`config.mk`:
```
export PLATFORM = sky130hd
export DESIGN_NAME = synfifo_pro
export DESIGN_NICKNAME = d
export VERILOG_FILES = /design/src/rtl/synfifo_pkg.sv /design/src/rtl/synfifo_mem.sv /design/src/rtl/synfifo_pro.sv
export SDC_FILE = /design/constraint.sdc
export NUM_CORES = 1
export LEC_CHECK = 0
export ABC_CLOCK_PERIOD_IN_PS = 12300
export BUFFER_PORTS_ARGS = -buffer_cell sky130_fd_sc_hd__buf_2
export CORE_MARGIN = 3
export CORE_UTILIZATION = 45
export DETAILED_ROUTE_END_ITERATION = 10
export GPL_TIMING_DRIVEN = 0
export PLACE_DENSITY_LB_ADDON = 0.25
export RECOVER_POWER = 100
export SLEW_MARGIN = 30
export SYNTH_ARGS = -nofsm -noshare
export SYNTH_HDL_FRONTEND = slang
export SYNTH_SLANG_ARGS = --single-unit
```
`constraint.sdc`:
```
create_clock -name clk -period 12.3 [get_ports clk]
set_input_delay 3.69 -clock clk [delete_from_list [all_inputs] [get_ports clk]]
set_output_delay 3.69 -clock clk [all_outputs]
set_load 0.02 [all_outputs]
```
`src/rtl/synfifo_pkg.sv`:
```
// Shared definitions for the synfifo_pro FIFO: read-mode selectors and a
// constant-evaluable ceiling log2 used to size pointers and the count port.
package synfifo_pkg;

  localparam int FIFO_STD  = 0;
  localparam int FIFO_FWFT = 1;

  // Smallest n such that 2**n >= value; usable in parameter expressions.
  function automatic int clog2(input int value);
    int result;
    result = 0;
    while ((1 << result) < value) begin
      result = result + 1;
    end
    return result;
  endfunction

endpackage

```
`src/rtl/synfifo_mem.sv`:
```
// DEPTH x WIDTH register-array storage for synfifo_pro: one synchronous write
// port and one asynchronous read port, storage intentionally left unreset.
module synfifo_mem
  import synfifo_pkg::*;
#(
  parameter int WIDTH  = 16,
  parameter int DEPTH  = 8,
  parameter int ADDR_W = clog2(DEPTH)
) (
  input  logic              clk,
  input  logic              we,
  input  logic [ADDR_W-1:0] waddr,
  input  logic [WIDTH-1:0]  wdata,
  input  logic [ADDR_W-1:0] raddr,
  output logic [WIDTH-1:0]  rdata
);

  logic [WIDTH-1:0] r_mem [DEPTH];

  always_ff @(posedge clk) begin
    if (we) begin
      r_mem[waddr] <= wdata;
    end
  end

  assign rdata = r_mem[raddr];

endmodule

```
`src/rtl/synfifo_pro.sv`:
```
// Single-clock FIFO with occupancy count, programmable almost flags, selectable
// standard/FWFT read, synchronous flush and sticky overflow/underflow flags.
module synfifo_pro
  import synfifo_pkg::*;
#(
  parameter int WIDTH    = 16,
  parameter int DEPTH    = 8,
  parameter int AF_LEVEL = DEPTH - 2,
  parameter int AE_LEVEL = 1,
  parameter int FWFT     = FIFO_STD,
  localparam int ADDR_W  = clog2(DEPTH)
) (
  input  logic              clk,
  input  logic              rst,
  input  logic              flush,
  input  logic [WIDTH-1:0]  wdata,
  input  logic              wpush,
  output logic              wfull,
  output logic              almost_full,
  output logic [WIDTH-1:0]  rdata,
  input  logic              rpop,
  output logic              rempty,
  output logic              almost_empty,
  output logic [ADDR_W:0]   count,
  output logic              overflow,
  output logic              underflow
);

  localparam logic [ADDR_W:0] PTR_ONE = {{ADDR_W{1'b0}}, 1'b1};
  localparam logic [ADDR_W:0] AF_CMP  = (ADDR_W + 1)'(AF_LEVEL);
  localparam logic [ADDR_W:0] AE_CMP  = (ADDR_W + 1)'(AE_LEVEL);

  logic [ADDR_W:0]  r_waddr;
  logic [ADDR_W:0]  r_raddr;
  logic             r_overflow;
  logic             r_underflow;
  logic [ADDR_W:0]  w_count;
  logic             w_full;
  logic             w_empty;
  logic             w_wena;
  logic             w_rena;
  logic [WIDTH-1:0] w_memRdata;

  // The extra pointer MSB distinguishes a full FIFO from an empty one.
  assign w_empty = (r_waddr == r_raddr);
  assign w_full  = (r_waddr[ADDR_W] != r_raddr[ADDR_W]) &&
                   (r_waddr[ADDR_W-1:0] == r_raddr[ADDR_W-1:0]);
  assign w_count = r_waddr - r_raddr;

  assign w_wena = wpush && !w_full && !flush;
  assign w_rena = rpop && !w_empty && !flush;

  synfifo_mem #(
    .WIDTH  (WIDTH),
    .DEPTH  (DEPTH),
    .ADDR_W (ADDR_W)
  ) u_mem (
    .clk   (clk),
    .we    (w_wena),
    .waddr (r_waddr[ADDR_W-1:0]),
    .wdata (wdata),
    .raddr (r_raddr[ADDR_W-1:0]),
    .rdata (w_memRdata)
  );

  always_ff @(posedge clk or posedge rst) begin
    if (rst) begin
      r_waddr <= '0;
      r_raddr <= '0;
    end else if (flush) begin
      r_waddr <= '0;
      r_raddr <= '0;
    end else begin
      if (w_wena) begin
        r_waddr <= r_waddr + PTR_ONE;
      end
      if (w_rena) begin
        r_raddr <= r_raddr + PTR_ONE;
      end
    end
  end

  // Error flags record the attempt, so they key off the raw request, not acceptance.
  always_ff @(posedge clk or posedge rst) begin
    if (rst) begin
      r_overflow  <= 1'b0;
      r_underflow <= 1'b0;
    end else if (flush) begin
      r_overflow  <= 1'b0;
      r_underflow <= 1'b0;
    end else begin
      if (wpush && w_full) begin
        r_overflow <= 1'b1;
      end
      if (rpop && w_empty) begin
        r_underflow <= 1'b1;
      end
    end
  end

  generate
    if (FWFT == FIFO_FWFT) begin : g_fwft
      assign rdata = w_memRdata;
    end else begin : g_std
      logic [WIDTH-1:0] r_rdata;

      always_ff @(posedge clk or posedge rst) begin
        if (rst) begin
          r_rdata <= '0;
        end else if (flush) begin
          r_rdata <= '0;
        end else if (w_rena) begin
          r_rdata <= w_memRdata;
        end
      end

      assign rdata = r_rdata;
    end
  endgenerate

  assign wfull        = w_full;
  assign rempty       = w_empty;
  assign count        = w_count;
  assign almost_full  = (w_count >= AF_CMP);
  assign almost_empty = (w_count <= AE_CMP);
  assign overflow     = r_overflow;
  assign underflow    = r_underflow;

endmodule

```
## After elaboration in Yosys (flattened, before gate mapping)

Memories as Yosys holds them, arrays and structs flattened.
Cells that the tools add are included.

| operators by class | value |
|---|---|
| $add $sub $neg | 3 |
| magnitude comparators | 2 |
| equality and inequality tests | 3 |
| multiplexer cells | 12 |
| reduce and logical (&&, ||, !) cells | 14 |

Operators by type and width:

| cell | count |
|---|---|
| 16-bit 2-to-1 mux | 2 |
| 4-bit 2-to-1 mux | 4 |
| 4-bit by 1-bit adder with 4-bit output, second input constant | 2 |
| 2-bit nonzero test | 4 |
| 1-bit logical AND | 7 |
| 1-bit 2-to-1 mux | 6 |
| 4-bit == test | 1 |
| 4-bit by 3-bit >= comparator with 1-bit output, second input constant | 1 |
| 4-bit by 1-bit less-or-equal comparator with 1-bit output, second input constant | 1 |
| 4-bit subtractor | 1 |
| 3-bit == test | 1 |
| 1-bit zero test | 3 |
| 1-bit inequality test | 1 |

| word-level totals | value |
|---|---|
| flip-flop bits (word level) | 26 |
| RAM bits | 128 |
| input bits | 21 |
| memories kept | 1 |

Memory list:

| name | depth | bits a word | rd ports | clocked after Yosys merged registers in | wr ports | RTL line | source |
|---|---|---|---|---|---|---|---|
| u_mem.r_mem | 8 | 16 | 1 | 0 | 1 | synfifo_mem.sv:18 | `logic [WIDTH-1:0] r_mem [DEPTH];` |

## Depth between registers and ports, before layout

Gate-level depths: netlist of the first run.

| logic depth | value |
|---|---|
| word-level depth | 7 |
| gate-level depth with buffers | 10 |

## Cells and area by module

A second synthesis of the first run with hierarchy kept.

| unflattened totals | value |
|---|---|
| cell total of the unflattened synthesis | 347 |
| area, all modules | 6432.4 um^2 |

Modules (own cells, without submodules):

| module | times used | cells an instance | area an instance (um^2) | seq. area each (um^2) |
|---|---|---|---|---|
| synfifo_mem | 1 | 198 | 4973.5 | 3843.7 |
| synfifo_pro | 1 | 149 | 1458.9 | 650.6 |

## Worst setup path after synthesis of the first run

OpenSTA, ideal clock, no wires.

| path | value |
|---|---|
| kind | input port to flip-flop |
| start point | input port wpush |
| end point | memory u_mem.r_mem[1][0] (enable) |
| library setup time | 430 ps |
| arrival time | 5682 ps |
| setup slack | 6188 ps |
| cell stages on the path | 3 |
| path buffers | 0 |
| cells stage by stage | o21ai_1 > or2_2 > nor4_1 |

| on the way | value |
|---|---|
| cells in the longest elaborated chain, start to end | 4 |

Ends and longest elaborated chain:

| what | RTL line | source |
|---|---|---|
| start, declared | synfifo_pro.sv:17 | `input logic wpush,` |
| 1-bit logical AND (2 in series) | synfifo_pro.sv:50 | `assign w_wena = wpush && !w_full && !flush;` |
| 1-bit 2-to-1 mux | synfifo_mem.sv:21 | `if (we) begin` |
| 1-bit 2-to-1 mux (implied by the code) | synfifo_mem.sv:22 | `r_mem[waddr] <= wdata;` |
| end, declared | synfifo_mem.sv:18 |  |

Every way passes these cells.

## Worst setup path in the final report of the first run

| path | value |
|---|---|
| start point | register r_raddr[1] |
| end point | output port almost_empty |

| on the way | value |
|---|---|
| cells in the longest elaborated chain, start to end | 2 |

Ends and longest elaborated chain:

| what | RTL line | source |
|---|---|---|
| start, declared | synfifo_pro.sv:34 | `logic [ADDR_W:0] r_raddr;` |
| start signal, assigned | synfifo_pro.sv:78 | `r_raddr <= r_raddr + PTR_ONE;` |
| 4-bit subtractor | synfifo_pro.sv:48 | `assign w_count = r_waddr - r_raddr;` |
| 4-bit by 1-bit less-or-equal comparator with 1-bit output | synfifo_pro.sv:125 | `assign almost_empty = (w_count <= AE_CMP);` |
| end, declared | synfifo_pro.sv:23 | `output logic almost_empty,` |

Every way passes these cells.

==> results by group, run 1 <==
Run status
  • Status: finished with violations
  • Failing checks: capacitance limit, slew limit

Yosys
  • Register area share after synthesis: 0.7273
  • Gate Count Post-Synth: 340
  • Synth Register Bits: 154
  • Syn_area_per_cell: 18.18 sq um
  • Ys async rst share: 0.1688
  • Synth area leaders: edfxtp_1, mux4_2, dfrtp_1
  • Distinct cell type count of the synthesized netlist: 34
  • Synth top area share: 0.6220
  • Syn. warnings: 0
  • Ys flop type: edfxtp_1
  • Synth Net Count: 367
  • Post-synth top area cell: edfxtp_1
  • Mapped cell area: 6180 sq um
  • Post-synth EDFFs: 128

Timing
  • Final setup viols: 0
  • Max Slew Vio Count: 68
  • Hold Vio Cnt, Final: 0
  • Setup TNS Final: 0 ns
  • Minimum clock period: 6.986 ns
  • RSZ-0062 raised after global routing: false
  • FMAX: 0.1431 GHz
  • Hold Slack: 0.5011 ns
  • Worst Skew: 0.006608 ns
  • Slew at the pin with the worst max-slew slack: 1.870 ns
  • Post-route clock period utilization: 0.5680
  • Slew margin rel.: -0.2512

Drt
  • Via Count: 3,216
  • Detail Route Antenna Nets: 0
  • Via density: 5.307
  • DRT Pass-1 Iters: 7
  • Total wire length: 12.36 mm
  • Drt drc: 0
  • WL/cell: 20.40 um
  • First DRT Iteration DRCs: 250

Critical path
  • FF-to-FF path depth: 10
  • CP Launch Type: flip-flop
  • Worst R2R Setup Slack: 7.58 ns
  • CP Class: flip-flop to output pin
  • Crit Reg-Reg Endpoint: u_mem.r_mem[3][6]
  • Worst Setup SP: r_raddr[1]
  • Critical Path RT: 8.61 ns
  • Worst setup path endpoint: almost_empty
  • Crit. End Element: output pin
  • R2r startpoint: r_raddr[1]
  • CP max FO: 10
  • Critical Path AT: 3.30 ns

Power
  • Leakage power: 2.393 nW
  • Clock network fraction of design power: 0.415
  • Switching pwr: 0.3192 mW
  • Internal power: 0.9893 mW
  • Combinational group share of total power: 0.132
  • VDD IR max: 0.1035 mV
  • Pwr/cell area: 182.3 nW/um^2
  • Sw Share: 0.2440
  • Seq pwr share: 0.453

Clock tree
  • TritonCTS Buffers: 17
  • Setup Buffers After CTS: 0
  • Hold buffer count at cts: 0
  • CTS tree: yes
  • Post-CTS resize count: 0
  • Clk sinks: 154
  • H-tree depth: 4
  • Clock tree root buffer cell: clkbuf_16
  • Worst-Skew Late Latency: 0.42 ns
  • Maximum clock path buffer count: 2
  • Clk slew on worst S/H paths: 0.06 ns

Floorplanning
  • Die height: 123.2 um
  • Initial Util: 0.4630
  • Die X: 123.2 um
  • Die area: 15,170 sq um
  • Number of I/O pins: 47
  • Rows: 42
  • Core Area: 13,350 sq um

GRT
  • Initial antenna violation count: 0
  • Grt peak-use layer: met2
  • Met3 usage: 0.04986
  • Largest net degree at the start of global routing: 27
  • Vias in the first global route: 3,350
  • GRT met1 Usage: 0.2414
  • Global-route wire length before repair: 19.45 mm
  • GR Layer Usage met2: 0.2902
  • GRT Util Overall: 0.1810
  • Grt total ovfl: 0

Hold path
  • HP Start: overflow
  • Tightest Hold Check Type: flip-flop to flip-flop

Place
  • Gpl congestion: 0.7601
  • Placed cell areas: 6759 sq um
  • Port bufs: 46
  • Post-DP HPWL: 7.939 mm

Finish
  • Commonest non-fill, non-tap cell in the layout: edfxtp_1
  • Nets: 444
  • Area grow syn2layout: 16.18%
  • Fin area: 7179 sq um
  • Antenna diode count: 0
  • Layout cells sized above 1: 0.1837
  • Commonest non-fill, non-tap cells in the layout: edfxtp_1, clkbuf_1, nand2_1
  • Fin util: 0.5379

Job
  • Max-cap check violation count: 4
[kinds of logic after synthesis]
group / Yosys count / share of synthesized area
flip-flops: 154 / 0.7273
buffers and inverters: 27 / 0.02389
XOR/XNOR: 8 / 0.01255
adder cells (fa/ha/maj): 6 / 0.01336
AND/OR/NAND/NOR: 81 / 0.05528
multiplexers: 34 / 0.1199
AO/OA/AOI/OAI: 30 / 0.04778
[layout make-up]
cell class	count	area, sq um
inverters	8	30.03
clock inverters	14	196.4
repair buffers	58	220.2
flip-flops and latches	154	4494
plain buffers	19	93.84
clock buffers	18	429.2
multi-input cells	159	1495
fillers	1133	6168
well taps	176	220.2
[synth_stat cells, drive strengths merged, types with 3 or more instances]
cell type  instances
o211ai             3
buf               11
o21ai              4
a21oi              5
clkbuf             8
edfxtp           128
dfrtp             26
inv                8
xor2               4
a311oi            15
nand2b             3
nand2             34
nor2              33
ha                 5
mux4              32
xnor2              4
[worst max-delay path, cell delays in order, from the launching register on]
cell	delay (ns)
dfrtp_1	0.44
clkbuf_1	0.49
inv_1	0.30
clkbuf_1	0.36
ha_1	0.39
nor2b_1	0.13
o21ai_0	0.18
and3_1	0.23
o21a_1	0.12
clkbuf_1	0.23
[per-layer routing]
layer	routed length [um]	share of wire
met5	0	0
met4	188	0.015
met3	746	0.060
met2	6092	0.49
met1	5337	0.43
[sequential cells by signal, summed over array words and instances (netlist names)]
signal	count
overflow	1
r_raddr	4
r_waddr	4
rdata	16
u_mem.r_mem	128
underflow	1
[power by group through the flow]
stage               registers (mW)  clock network, mW  logic (mW)
global route                 0.595              0.576       0.191
CTS                          0.593              0.554       0.192
floorplan                    0.614                  0       0.122
detailed placement           0.604                  0       0.191
finish                       0.593              0.543       0.172
global placement             0.603                  0       0.187
[per-stage QoR]
stage / worst slack (ns) / power [mW] / std cells
after global placement: 4.298 / 0.7899 / 562
after detailed placement: 5.768 / 0.7949 / 574
final: 5.314 / 1.309 / 606
after floorplan: 6.188 / 0.7365 / 340
after CTS: 5.311 / 1.340 / 606
after global routing: 4.954 / 1.362 / 606
[worst min-delay path by stage]
stage / slack, ns / cells past startpoint / endpoint
2_1_floorplan: 0.53 / 2 / r_waddr[0]
3_3_place_gp: 0.47 / 2 / underflow
3_5_place_dp: 0.49 / 2 / overflow
4_1_cts: 0.51 / 2 / overflow
5_1_grt: 0.53 / 2 / overflow
6_report: 0.50 / 2 / overflow
Note: power is estimated with default switching activity, not from simulation.
==> run 2, diff against run 1 <==
- ABC_AREA: not set -> 1
- ABC_CLOCK_PERIOD_IN_PS: 12300 -> 7320
- clock period: 12.3 -> 7.32 ns (I/O delays scaled with it)
==> run 2 against run 1 <==
The run still ends with capacitance limit, slew limit left. Power is 75% higher. Register-to-register slack got worse by 4.3 ns. Synthesized cell count rose by 91%. Sequential share of layout area fell by 4.4 points. Global-route usage is 3.3 points higher. Critical path depth is the same. Synthesized area is 9.6% higher. Critical endpoint unchanged. Worst setup slack got worse by 2.9 ns. Cell count rose by 51%.
==> results by group, run 2 <==
Drt
  • Via density: 5.216
  • First DRT Iteration DRCs: 483
  • Via Count: 4,762
  • DRT Pass-1 Iters: 6
  • Detail Route Antenna Nets: 0
  • WL/cell: 18.48 um
  • Drt drc: 0
  • Total wire length: 16.87 mm

GRT
  • Met3 usage: 0.05272
  • GR Layer Usage met2: 0.3268
  • GRT met1 Usage: 0.2950
  • Grt total ovfl: 0
  • Grt peak-use layer: met2
  • Largest net degree at the start of global routing: 27
  • Global-route wire length before repair: 26.02 mm
  • GRT Util Overall: 0.2145
  • Initial antenna violation count: 0
  • Vias in the first global route: 4,598

Timing
  • FMAX: 0.2034 GHz
  • Minimum clock period: 4.917 ns
  • Setup TNS Final: 0 ns
  • Worst Skew: 0.006957 ns
  • Max Slew Vio Count: 136
  • Slew margin rel.: -0.3248
  • Hold Slack: 0.5102 ns
  • Post-route clock period utilization: 0.6717
  • Hold Vio Cnt, Final: 0
  • RSZ-0062 raised after global routing: false
  • Final setup viols: 0
  • Slew at the pin with the worst max-slew slack: 1.980 ns

Power
  • Switching pwr: 0.6405 mW
  • Seq pwr share: 0.437
  • Total Power: 2.285 mW
  • Internal power: 1.644 mW
  • Leakage power: 3.342 nW
  • Clock network fraction of design power: 0.389
  • Pwr/cell area: 295.8 nW/um^2
  • Sw Share: 0.2804
  • Combinational group share of total power: 0.174
  • VDD IR max: 0.1771 mV

Critical path
  • Worst-path cell chain: clkinv_1, clkbuf_1, ha_1, nand3_1, nand3_1, nand2_1, nand2_1, nor3_1, clkbuf_1
  • CP bufs+invs: 3
  • Critical Path RT: 5.12 ns
  • CP delay by family, top: buffers and inverters
  • CP max FO: 10
  • Worst path slowest cell: clkbuf_1
  • CP Launch Type: flip-flop
  • Critical Path AT: 2.72 ns
  • CP Class: flip-flop to output pin
  • Max stage delay on crit path: 0.59 ns
  • Crit. End Element: output pin

Clock tree
  • TritonCTS Buffers: 17
  • CTS tree: yes
  • Clk slew on worst S/H paths: 0.06 ns
  • Worst-Skew Late Latency: 0.42 ns
  • Post-CTS resize count: 0
  • H-tree depth: 4
  • Clk sinks: 154
  • Clock tree root buffer cell: clkbuf_16
  • Setup Buffers After CTS: 0
  • Hold buffer count at cts: 0
  • Maximum clock path buffer count: 2

Floorplanning
  • Initial Util: 0.4624
  • Number of I/O pins: 47
  • Die area: 16,560 sq um
  • Core Area: 14,640 sq um
  • Die X: 128.7 um
  • Die height: 128.7 um
  • Rows: 44

Finish
  • Layout cells sized above 1: 0.08230
  • Top reg by flops: u_mem.r_mem
  • Commonest non-fill, non-tap cell in the layout: nand2_1
  • Antenna diode count: 0
  • Fin area: 7724 sq um
  • Area grow syn2layout: 14.06%
  • Nets: 743
  • Commonest non-fill, non-tap cells in the layout: nand2_1, edfxtp_1, nand3_1
  • Fin util: 0.5274
  • Max reg flops: 128

Yosys
  • Post-synth EDFFs: 128
  • Ys async rst share: 0.1688
  • Register area share after synthesis: 0.6637
  • Synth top area share: 0.5676
  • Synth area leaders: edfxtp_1, nand2_1, dfrtp_1
  • Synth Net Count: 678
  • Synth Register Bits: 154
  • Gate Count Post-Synth: 651
  • Syn_area_per_cell: 10.40 sq um
  • Syn. warnings: 0
  • Ys flop type: edfxtp_1
  • Distinct cell type count of the synthesized netlist: 28
  • Top cells by count, synth: nand2_1, edfxtp_1, nand3_1, inv_1, dfrtp_1
  • Post-synth top area cell: edfxtp_1
  • Mapped cell area: 6771 sq um
  • Most frequent cell after synthesis: nand2_1

Run status
  • Status: finished with violations
  • Failing checks: capacitance limit, slew limit

Place
  • Gpl congestion: 0.8061
  • Placed cell areas: 7292 sq um
  • Port bufs: 46
  • Post-DP HPWL: 10.21 mm

Job
  • Max-cap check violation count: 8

Hold path
  • Tightest Hold Check Type: flip-flop to flip-flop
==> run 2: cell count changes after synthesis, sizes merged, moves of 12 or more <==
cell / delta
a311oi: -15
buf: +12
inv: +75
mux4: -32
nand2: +203
nand3: +110
nor2: -19
==> run 2: routing by layer <==
layer	vias to the layer above	routed length, um
li1	2253	-
met1	2268	7403
met2	202	7711
met3	39	1277
met4	0	479
met5	-	0
==> run 2: final cells by class <==
class / count / area [sq um]
Buffer: 30 / 148.9
Clock buffer: 19 / 432.9
Clock inverter: 13 / 156.4
Fill cell: 1311 / 6920
Inverter: 86 / 324.1
Multi-Input combinational cell: 381 / 1759
Sequential cell: 154 / 4494
Tap cell: 184 / 230.2
Timing Repair Buffer: 46 / 177.7
==> run 2: power groups by stage <==
stage	combinational (mW)	clock [mW]	sequential (mW)
global placement	0.407	0	1.01
CTS	0.422	0.894	0.996
finish	0.398	0.889	0.998
global route	0.441	0.935	1.00
floorplan	0.253	0	1.03
detailed placement	0.420	0	1.01
==> run 2: metrics by stage <==
step                cells  worst slack (ns)
global route          913             2.177
floorplan             651             3.085
global placement      881             2.742
detailed placement    881             2.904
finish                913             2.403
CTS                   913             2.438
==> run 2: worst paths after layout <==
kind / endpoint / from / cells after the start / slack (ns)
worst max register to register: u_mem.r_mem[6][7] / r_raddr[2] / 8 / 3.24
max in group asynchronous: rdata[3] / rst / 2 / 4.54
worst max-delay path: almost_empty / r_raddr[2] / 9 / 2.40
worst min register to register: rdata[3] / rdata[3] / 2 / 0.51
worst min-delay path: rdata[3] / rdata[3] / 2 / 0.51
min in group asynchronous: rdata[14] / rst / 2 / 2.08
==> run 2: worst min-delay path, stage by stage, from the launching register on <==
cell and delay [ns]:
dfrtp_1 0.34, nand3_1 0.07, nand2_1 0.06
==> run 2: logic make-up after synthesis <==
kind of cell,share of synthesized area
compound gates,0.004804
fa+ha+maj,0.01220
flops,0.6637
buf+inv,0.07354
xor+xnor,0.006467
simple gates,0.2393
